===== src/rtl/div_pkg.sv =====
// Shared types and constants for the sequential divider.
// Latency: n/a (package only).
// Backpressure: n/a (package only).
//
// Contents: DIV_WIDTH operand width, state_t FSM encoding, cond_neg helper
// that yields the two's-complement negation of a value when neg is set.
package div_pkg;

  localparam int DIV_WIDTH = 32;

  typedef enum logic [1:0] {
    IDLE = 2'd0,
    CALC = 2'd1,
    DONE = 2'd2
  } state_t;

  // Magnitude / sign application helper: -v when neg, else v.
  function automatic logic [DIV_WIDTH-1:0] cond_neg(input logic [DIV_WIDTH-1:0] v,
                                                    input logic                 neg);
    return neg ? (~v + 1'b1) : v;
  endfunction

endpackage


===== src/rtl/subtractor33.sv =====
// 33-bit trial subtractor: diff = a - b computed as a + ~b + 1 on a ripple-carry chain.
// Latency: combinational.
// Backpressure: none (pure datapath).
//
// Ports: a_i/b_i 33-bit operands; diff_o 33-bit difference; borrow_o = ~carry_out
// (1 when a_i < b_i as unsigned).
module subtractor33 (
  input  logic [32:0] a_i,
  input  logic [32:0] b_i,
  output logic [32:0] diff_o,
  output logic        borrow_o
);

  logic [32:0] nb;
  assign nb = ~b_i;

  always_comb begin
    logic carry;
    carry  = 1'b1;  // the +1 of the two's-complement subtraction
    diff_o = '0;
    for (int i = 0; i < 33; i++) begin
      diff_o[i] = a_i[i] ^ nb[i] ^ carry;
      carry     = (a_i[i] & nb[i]) | (carry & (a_i[i] ^ nb[i]));
    end
    borrow_o = ~carry;
  end

endmodule


===== src/rtl/seq_divider.sv =====
// Sequential restoring divider, signed/unsigned, one quotient bit per cycle.
// Latency: valid_o 33 edges after the accepting edge (1 edge for divide-by-zero).
// Backpressure: start_i is ignored while busy_o=1; no queueing.
//
// Ports: clk_i, rst_i (sync, active-high); start_i/signed_i/dividend_i/divisor_i
// request; busy_o, valid_o (1-cycle pulse), quotient_o, remainder_o, div_by_zero_o.
module seq_divider
  import div_pkg::*;
#(
  parameter int WIDTH = DIV_WIDTH  // datapath is built around 33-bit trial subtraction
) (
  input  logic             clk_i,
  input  logic             rst_i,
  input  logic             start_i,
  input  logic             signed_i,
  input  logic [WIDTH-1:0] dividend_i,
  input  logic [WIDTH-1:0] divisor_i,
  output logic             busy_o,
  output logic             valid_o,
  output logic [WIDTH-1:0] quotient_o,
  output logic [WIDTH-1:0] remainder_o,
  output logic             div_by_zero_o
);

  state_t           state_q;
  logic [5:0]       cnt_q;
  logic [WIDTH-1:0] dvd_q;      // dividend magnitude, shifted out MSB first
  logic [WIDTH-1:0] dvs_q;      // divisor magnitude
  logic [WIDTH-1:0] quot_q;     // working quotient
  logic [WIDTH:0]   rem_q;      // partial remainder (one guard bit)
  logic             q_neg_q;
  logic             r_neg_q;
  logic             dbz_pend_q;

  logic             busy_q;
  logic             valid_q;
  logic [WIDTH-1:0] quotient_q;
  logic [WIDTH-1:0] remainder_q;
  logic             div_by_zero_q;

  logic             a_neg;
  logic             b_neg;
  logic [WIDTH:0]   shift_rem;
  logic [WIDTH:0]   diff;
  logic             borrow;
  logic [WIDTH:0]   rem_d;
  logic [WIDTH-1:0] quot_d;

  assign a_neg = signed_i & dividend_i[WIDTH-1];
  assign b_neg = signed_i & divisor_i[WIDTH-1];

  // Bring down the next dividend bit into the partial remainder.
  assign shift_rem = (rem_q << 1) | {{WIDTH{1'b0}}, dvd_q[WIDTH-1]};

  subtractor33 u_sub (
    .a_i      (shift_rem),
    .b_i      ({1'b0, dvs_q}),
    .diff_o   (diff),
    .borrow_o (borrow)
  );

  // Restore on borrow, otherwise keep the difference and emit a 1.
  assign rem_d  = borrow ? shift_rem : diff;
  assign quot_d = {quot_q[WIDTH-2:0], ~borrow};

  always_ff @(posedge clk_i) begin
    if (rst_i) begin
      state_q       <= IDLE;
      cnt_q         <= '0;
      dvd_q         <= '0;
      dvs_q         <= '0;
      quot_q        <= '0;
      rem_q         <= '0;
      q_neg_q       <= 1'b0;
      r_neg_q       <= 1'b0;
      dbz_pend_q    <= 1'b0;
      busy_q        <= 1'b0;
      valid_q       <= 1'b0;
      quotient_q    <= '0;
      remainder_q   <= '0;
      div_by_zero_q <= 1'b0;
    end else begin
      valid_q <= 1'b0;
      case (state_q)
        IDLE: begin
          if (start_i) begin
            busy_q        <= 1'b1;
            div_by_zero_q <= 1'b0;
            q_neg_q       <= a_neg ^ b_neg;
            r_neg_q       <= a_neg;
            dvd_q         <= cond_neg(dividend_i, a_neg);
            dvs_q         <= cond_neg(divisor_i, b_neg);
            cnt_q         <= '0;
            if (divisor_i == '0) begin
              // Result is fixed: all-ones quotient, raw dividend as remainder.
              dbz_pend_q <= 1'b1;
              quot_q     <= '1;
              rem_q      <= {1'b0, dividend_i};
              state_q    <= DONE;
            end else begin
              dbz_pend_q <= 1'b0;
              quot_q     <= '0;
              rem_q      <= '0;
              state_q    <= CALC;
            end
          end
        end
        CALC: begin
          dvd_q <= dvd_q << 1;
          if (cnt_q == 6'(WIDTH - 1)) begin
            // Last bit: fold in sign correction so DONE only copies out.
            quot_q  <= q_neg_q ? (~quot_d + 1'b1) : quot_d;
            rem_q   <= r_neg_q ? (~rem_d + 1'b1) : rem_d;
            cnt_q   <= '0;
            state_q <= DONE;
          end else begin
            quot_q <= quot_d;
            rem_q  <= rem_d;
            cnt_q  <= cnt_q + 6'd1;
          end
        end
        DONE: begin
          state_q       <= IDLE;
          busy_q        <= 1'b0;
          valid_q       <= 1'b1;
          quotient_q    <= quot_q;
          remainder_q   <= rem_q[WIDTH-1:0];
          div_by_zero_q <= dbz_pend_q;
        end
        default: state_q <= IDLE;
      endcase
    end
  end

  assign busy_o        = busy_q;
  assign valid_o       = valid_q;
  assign quotient_o    = quotient_q;
  assign remainder_o   = remainder_q;
  assign div_by_zero_o = div_by_zero_q;

endmodule


===== config.mk =====
export PLATFORM = sky130hd
export DESIGN_NAME = seq_divider
export DESIGN_NICKNAME = d
export VERILOG_FILES = /design/src/rtl/div_pkg.sv /design/src/rtl/subtractor33.sv /design/src/rtl/seq_divider.sv
export SDC_FILE = /design/constraint.sdc
export NUM_CORES = 1
export LEC_CHECK = 0
export CAP_MARGIN = 40
export CORE_MARGIN = 3
export CORE_UTILIZATION = 61
export CTS_CLUSTER_DIAMETER = 30
export DETAILED_ROUTE_END_ITERATION = 6
export PLACE_DENSITY = 0.86
export SETUP_SLACK_MARGIN = 0.4
export SYNTH_ARGS = -nofsm -noshare
export SYNTH_HDL_FRONTEND = slang
export SYNTH_SLANG_ARGS = --single-unit

===== constraint.sdc =====
create_clock -name clk_i -period 31.7 [get_ports clk_i]
set_input_delay 7.925 -clock clk_i [delete_from_list [all_inputs] [get_ports clk_i]]
set_output_delay 7.925 -clock clk_i [all_outputs]
set_load 0.02 [all_outputs]

==> run metrics <==
Sink Count=206; drt total wl=between 30000 and 40000 um; Worst-Skew Late Latency=approximately 0.53 ns; Post-Syn Nets=1417; CTS tree=built; Hold/Removal Path Class=reg2reg; family with the most delay on the worst path=adder cells; H-tree depth=2; Peak Freq=62.57 MHz; final setup fails=0; antenna violations before repair=0; First-pass DRT Iterations=6; largest cells by area after synthesis=dfxtp_1 37%, fa_1 5.5%, a21oi_1 5.0%, a22o_1 5.0%, xor2_1 4.5%; fin util=between 70% and 80%; CP Buf/Inv Count=5; crit end category=flop; Least-Margin Pin Slew=0.8896 ns; dominant synthesized flop cell=dfxtp_1; first-pass GRT wire length=53510 um; CP most frequent cell=fa_1; CTS Buf Count=42; Synth top area share=36.67%; Leak Pwr=between 0.005 and 0.006 uW; GR Overflow Total=0; via count=~11000; dpl hpwl=about 22000 um; Crit Path Max Fanout=20; final cycle utilization of the critical path=approximately half; Post-Route Setup TNS=0 ns; Data arrival, critical path=approximately 16 ns; fraction of layout cells with a size suffix above 1=under 10%; Yosys top cell by area=dfxtp_1; Ys Warns=0; row count=49; Synth cell types=58; RSZ-0062 raised after global routing=no; largest net degree at the start of global routing=74; cts hold-fix bufs=0; num ports=135; most frequent cells in the layout=206 x dfxtp_1, 133 x clkdlybuf4s50_1, 118 x nor2_1, 112 x a21oi_1, 86 x nand2_1; Final ANT Viol Nets=0; Req. time, crit path=32.06 ns; async set-reset flop share out of synthesis=0%; DR vias/cell=about 6.5; CTS clk-pin slew, worst paths=0.05 ns; power per cell area=120.4 mW/mm2; Placement Cell Area=~0.013 mm2; DIE AREA=0.02010 mm2; average size of a mapped cell=~8.6 um2; clock buffer depth=3; max-cap violation count=0; Hold Worst Slack=approximately 0.46 ns; IO buf count=134; Layout area overhead=25.63%; die width=141.8 um; most common cell after layout, fill and taps aside=dfxtp_1; Slowest cell on crit path=nor3_1; post-CTS setup buffer count=0; status=completed; Multi-input gate area=approximately 0.0066 mm2; fin area=0.01413 mm2; Netlist Area Pre-Place=approximately 0.011 mm2; vias in the first global route=approximately 10000; WS Path Type=reg2reg; starting DRC count in detailed routing=1149; layout net count=approximately 1500; register area=between 0.004 and 0.005 mm2; Placer Congestion=~0.95; peak supply drop=around 0.14 mV; Power Total=1701 uW; PostCTS Resize Cnt=0; number of fillers in the final layout=about 1200; chip height=around 140 um; post-route minimum period=around 16 ns; post-synthesis cell count=about 1300; Slew Limit Fails=0; Slowest Stage Delay on Critical Path=0.73 ns; ant diodes=0; post-synthesis sequential area ratio=between 30% and 40%; Initial Util=between 60% and 70%; Routed wire per std cell=20.24 um; CTS root buf=clkbuf_16; EDFF count, synth=0; Yosys reg bits=roughly 200; Residual DRC=0; clk_skew=0.01607 ns; Slew HR=between 40 and 50%; Hold Vio Cnt, Final=0; gr usage total=about 32%; Core ar.=0.01802 mm2; Worst Setup Start Kind=flop
[power by group]
part	internal, uW	switching, uW
clock	307	151
combinational	344	584
sequential	281	35.4
[final cells by class]
class	instances	area share [%]
multi-input combinational	953	46.37
timing repair buffer	151	10.39
tap	229	2.028
sequential	206	29.19
clock inverter	29	2.612
inverter	54	1.435
clock buffer	49	7.979
[synthesized netlist by cell type, drive strengths merged (41+ instances only)]
cell type and n:
clkbuf 78, xor2 58, nand2 86, inv 54, nor3 44, xnor2 52
nor2 120, dfxtp 206, a22oi 53, o22ai 41, a21oi 113, a22o 64
[state kept, by name, summed over array words and instances (netlist names)]
signal,flops
busy_o,1
quotient_o,32
dvs_q,32
dvd_q,32
remainder_o,32
div_by_zero_o,1
quot_q,32
rem_q,32
q_neg_q,1
cnt_q,6
r_neg_q,1
valid_o,1
dbz_pend_q,1
state_q,2
[stage by stage]
stage	std cells	worst slack [ns]
6_report	1671	15.72
5_1_grt	1671	15.21
4_1_cts	1671	15.87
3_5_place_dp	1593	16.03
3_3_place_gp	1591	16.14
2_1_floorplan	1312	16.63
[routing by layer]
layer,global-route usage [%],vias to the layer above,wire (um)
li1,-,5018,-
met1,43.13,5142,13750
met2,52.32,675,15640
met3,6.202,110,3188
met4,13.23,0,1235
met5,0,-,0
[worst paths after layout]
check	startpoint	end	slack, ns	cells past startpoint
worst max-delay path	dvd_q[31]	quot_q[23]	15.72	44
worst min-delay path	busy_o	busy_o	0.46	2
worst max register to register	dvd_q[31]	quot_q[23]	15.72	44
worst min register to register	busy_o	busy_o	0.46	2
[logic make-up (layout without fill, tap and decap cells)]
family / after synthesis / in the layout / share of synthesized area [%]
AOI/OAI and AO/OA: 420 / 420 / 25.42
and+or+nand+nor: 356 / 356 / 15.10
DFF: 206 / 206 / 36.67
buffers and inverters: 153 / 283 / 5.363
xor gates and xnor gates: 110 / 110 / 8.567
adders and majority gates: 37 / 37 / 6.186
muxes: 30 / 30 / 2.692
[tightest hold or removal path, cell delays in order (launching register included)]
cell	delay [ns]
dfxtp_1	0.30
nand2_1	0.06
nand2_1	0.05
Power figures use the tool's default switching activity.
